### config.mk
export PLATFORM = sky130hd
export DESIGN_NAME = direction_controller
export DESIGN_NICKNAME = d
export VERILOG_FILES = /design/src/rtl/direction_controller.sv
export SDC_FILE = /design/constraint.sdc
export NUM_CORES = 1
export LEC_CHECK = 0
export CORE_ASPECT_RATIO = 0.7
export CORE_MARGIN = 4
export CORE_UTILIZATION = 45
export DETAILED_ROUTE_END_ITERATION = 16
export PLACE_DENSITY = 0.69
export SLEW_MARGIN = 30
export SYNTH_ARGS = -nofsm -noshare
export SYNTH_HDL_FRONTEND = slang
export SYNTH_SLANG_ARGS = --single-unit
### constraint.sdc
create_clock -name clk50 -period 2.5 [get_ports clk50]
set_input_delay 0.5 -clock clk50 [delete_from_list [all_inputs] [get_ports clk50]]
set_output_delay 0.5 -clock clk50 [all_outputs]
set_load 0.02 [all_outputs]
### src/rtl/direction_controller.sv
// Push-button to snake direction: 2-FF sync, per-button debounce, press detect, 2-deep turn queue committed on tick.
// Press lands in the queue 2+DEBOUNCE_CYCLES+1 cycles after the btn_n edge; REVERSE_BLOCK_EN enables the 180-degree-turn reject.
module direction_controller #(
  parameter int         DEBOUNCE_CYCLES = 500000,
  parameter logic [1:0] RESET_DIR       = 2'd3
) (
  input  logic       clk50,
  input  logic       resetn,
  input  logic [3:0] btn_n,
  input  logic       tick,
  input  logic       gameOver,
  output logic [1:0] direction,
  output logic [1:0] queue_count,
  output logic       press_drop
);

  localparam int            CW      = $clog2(DEBOUNCE_CYCLES + 1);
  localparam logic [CW-1:0] CNT_MAX = CW'(DEBOUNCE_CYCLES);

  logic [3:0]    sync1;
  logic [3:0]    sync2;
  logic [3:0]    deb;
  logic [CW-1:0] db_cnt [4];
  logic [3:0]    fall;

  logic       press;
  logic [1:0] pdir;
  logic [1:0] tail;
  logic       reject;
  logic       push;
  logic       drop;
  logic       pop;
  logic [1:0] q0;
  logic [1:0] q1;

  always_ff @(posedge clk50 or negedge resetn) begin
    if (!resetn) begin
      sync1 <= 4'hF;
      sync2 <= 4'hF;
    end else begin
      sync1 <= btn_n;
      sync2 <= sync1;
    end
  end

  always_ff @(posedge clk50 or negedge resetn) begin
    if (!resetn) begin
      deb <= 4'hF;
      for (int i = 0; i < 4; i++) db_cnt[i] <= '0;
    end else begin
      for (int i = 0; i < 4; i++) begin
        if (sync2[i] == deb[i]) begin
          db_cnt[i] <= '0;
        end else if (db_cnt[i] == CNT_MAX) begin
          deb[i]    <= sync2[i];
          db_cnt[i] <= '0;
        end else begin
          db_cnt[i] <= db_cnt[i] + 1'b1;
        end
      end
    end
  end

  // The press event is the cycle in which the debounced level is about to fall,
  // so the queue update lands on the same edge as the debounced level.
  always_comb begin
    for (int i = 0; i < 4; i++) begin
      fall[i] = deb[i] & ~sync2[i] & (db_cnt[i] == CNT_MAX);
    end
  end

  always_comb begin
    press = |fall;
    pdir  = 2'd0;
    for (int i = 3; i >= 0; i--) begin
      if (fall[i]) pdir = 2'(i);
    end
  end

  always_comb begin
    tail = direction;
    if (queue_count == 2'd2)      tail = q1;
    else if (queue_count == 2'd1) tail = q0;
  end

  always_comb begin
    reject = (pdir == tail);
`ifdef REVERSE_BLOCK_EN
    if (pdir == (tail ^ 2'b11)) reject = 1'b1;
`endif
  end

  // The full check uses the pre-pop count, so a tick in the same cycle does not make room.
  assign push = press & ~gameOver & ~reject & (queue_count != 2'd2);
  assign drop = press & ~gameOver & (reject | (queue_count == 2'd2));
  assign pop  = tick & ~gameOver & (queue_count != 2'd0);

  always_ff @(posedge clk50 or negedge resetn) begin
    if (!resetn) begin
      direction   <= RESET_DIR;
      queue_count <= 2'd0;
      press_drop  <= 1'b0;
      q0          <= 2'd0;
      q1          <= 2'd0;
    end else if (gameOver) begin
      queue_count <= 2'd0;
      press_drop  <= 1'b0;
    end else begin
      press_drop <= drop;
      case ({push, pop})
        2'b11: begin
          direction <= q0;
          q0        <= pdir;
        end
        2'b01: begin
          direction   <= q0;
          q0          <= q1;
          queue_count <= queue_count - 2'd1;
        end
        2'b10: begin
          if (queue_count == 2'd0) q0 <= pdir;
          else                     q1 <= pdir;
          queue_count <= queue_count + 2'd1;
        end
        default: ;
      endcase
    end
  end

endmodule
==> run metrics <==
hold_buf cts=0; DRC viols=0; synth unique cells=53; CP dominant cell by count=a311o_1; Worst Path Arrival=2.77 ns; syn_nets=545; GPL Wtd Cong=0.882; final setup TNS=-0.0693 ns; register area share after synthesis=48.5%; max-slew violation count=0; post-DP HPWL=a little over 7 mm; clk_lat worst skew=0.34 ns; Port Buffers=12; worst hold path class=input pin to async pin; vias=3,887; EDFF count, synth=0; Final nets=589; Ant. Diodes=0; Final Hold Viols=0; total grt overflow=0; crit-path leading delay family=compound AO/OA/AOI/OAI gates; CTS tree=yes; WP depth=8; clock sink count=97; Die H=96.5 um; cells after synthesis=522; CTS root buffer=clkbuf_16; Syn-to-layout area delta=19.3%; critical path class=flip-flop to flip-flop; vias in the first global route=roughly 3,800; clock-pin slew on the worst setup and hold paths=0.07 ns; Worst Setup End Kind=flip-flop; Max rail drop VDD=0.000386 V; violated checks=setup timing; Synth Register Bits=97; Iter 0 DRT Violations=241; Warnings, synthesis=0; Post-synth ARST share=100%; H-tree levels=3; status=finished with violations; Post-Syn Area=5040 um^2; Final Cycle Share=101%; Critical Path RT=2.74 ns; post-DR vias/cell=about 5.4; Worst-Margin Slew=0.586 ns; Synth Flop Type=dfrtp_1; pin count of the biggest net entering global routing=46; # setup viols final=2; pwr dens=between 600 and 700 nW/um^2; reg2reg start=db_cnt[6]; Max Clk Rate=between 300 and 400 MHz; Max stage delay on crit path=0.41 ns; Crit-path slowest cell=dfrtp_1; Die Wd=between 100 and 150 um; IO Pins=13; CP Max Fanout=4; global-route wire length before repair=18.2 mm; Max clock buf depth=2; Design Power=0.00381 W; Num CTS Buffers=9; Initial Utilization=45.9%; DRT Pass-1 Iters=5; final wirelength=10.6 mm; DRT antenna net count=0; row cnt=32; die area=around 13,000 um^2; Reg2Reg Setup Slack=-0.04 ns; P_leak=approximately 2.5 nW; Core ar.=approximately 11,000 um^2; critical path buffer and inverter count=1; R2R depth=8; Synth Area per Inst=9.65 um^2; RSZ-0062 raised after global routing=true; skew final=0.00714 ns; layout cells sized above 1=16.8%; global router's overall resource usage=17.5%; relative slew slack=60.9%; Worst R2R End=q0[1]; Max-Cap Viols=0; Fin Hold WS=between 0.15 and 0.2 ns; CP startpoint kind=flip-flop; Final WS setup=-0.0370 ns; worst path cell trace=nor4b_4 -> buf_4 -> nand4_1 -> a311o_1 -> a211oi_4 -> o211ai_1 -> a311o_1 -> o211a_1; initial antenna violation count=0; Routed wire per std cell=14.7 um; Period minus WS final=2.54 ns
## cells in the final DEF (no fill, tap or decap), types with 4 or more instances in the layout
master	count
nor2_1	86
dfrtp_1	81
nand2_1	36
nand3_1	36
buf_4	32
inv_1	30
xor2_1	30
xnor2_1	27
o21ai_0	17
a21oi_1	17
ha_1	15
dfstp_2	14
or3_1	13
nand4_1	11
clkdlybuf4s50_1	11
and3_1	9
clkbuf_16	9
nor3_1	6
nand4b_1	5
nor4b_1	4
and4_1	4
nand2b_1	4
inv_6	4
## metal layers
| metal | vias to the layer above | part of all wire (%) | global-route usage [%] |
|---|---|---|---|
| met5 | - | 0 | 0 |
| met4 | 0 | 1.5 | 5.42 |
| met3 | 22 | 4.0 | 3.78 |
| met2 | 74 | 46 | 28.0 |
| met1 | 1894 | 48 | 24.1 |
| li1 | 1897 | - | - |
## worst max-delay path by stage
stage,endpoint,slack (ns),start
2_1_floorplan,q1[0],0.16,db_cnt[29]
3_3_place_gp,q0[0],0.02,db_cnt[11]
3_5_place_dp,q1[1],-0.07,db_cnt[11]
4_1_cts,q1[1],0.01,db_cnt[29]
5_1_grt,q0[1],-0.16,db_cnt[6]
6_report,q0[1],-0.04,db_cnt[6]
## power by group
| group | switching (W) | internal [W] | total [W] |
|---|---|---|---|
| registers | 0.0000614 | 0.00165 | 0.00171 |
| clock network | 0.000639 | 0.000899 | 0.00154 |
| logic | 0.000329 | 0.000239 | 0.000568 |
## sequential cells by signal, indices dropped and copies added (netlist names)
| register | cells |
|---|---|
| deb | 4 |
| q0 | 2 |
| q1 | 2 |
| sync2 | 4 |
| queue_count | 2 |
| press_drop | 1 |
| db_cnt | 76 |
| direction | 2 |
| sync1 | 4 |
## cells in the mapped netlist (3+ instances only)
cell type  instances  area (um^2)
inv_1             30          113
clkbuf_1           9         33.8
nand2b_1           4         25.0
a21oi_1           17         85.1
nor2_1            86          323
nand3_1           37          185
dfstp_2           14          368
ha_1              15          188
nand4b_1           5         43.8
xor2_1            30          263
nor4b_1            9         78.8
a311o_1            3         30.0
or3_1             14         87.6
and4_1             4         35.0
xnor2_1           27          236
o21ai_0           20          100
nor4_1             3         18.8
dfrtp_1           83         2080
and3_1            10         62.6
nor3_1             8         40.0
nand4_1           11         68.8
nand2_1           36          135
## worst reg2reg max path, delay by kind of cell, from the launching register on
family / cells / cell delay (ns)
AO/OA/AOI/OAI: 5 / 1.41
AND/OR/NAND/NOR: 2 / 0.44
buffers and inverters: 1 / 0.17
flip-flops: 1 / 0.41
## through the flow
step,cells,utilization [%],worst slack [ns],cell area (um^2)
3_5_place_dp,702,50.2,-0.0690,5510
4_1_cts,718,53.5,0.0101,5870
3_3_place_gp,702,50.2,0.0244,5510
5_1_grt,724,54.8,-0.160,6010
2_1_floorplan,522,-,0.160,5040
6_report,724,54.8,-0.0370,6010
## final cells by class
class / instances / area, um^2
fill: 979 / 4960
multi-input combinational: 384 / 2560
sequential: 97 / 2450
timing repair buffer: 44 / 370
clock buffer: 9 / 225
tap: 153 / 191
inverter: 30 / 113
clock inverter: 7 / 106
## kinds of logic after synthesis
kind of cell | share of synthesized area [%]
simple gates | 25.3
flops | 48.5
compound gates | 8.05
xor+xnor | 9.91
buf+inv | 3.28
fa+ha+maj | 3.73
mux | 1.22
## repair_timing
action,4_1_cts,5_1_grt
setup endpoints to repair,6,7
pin swaps,1,8
gates resized for setup,5,21
setup buffers,0,5
cloned,0,1
Power figures use the tool's default switching activity.
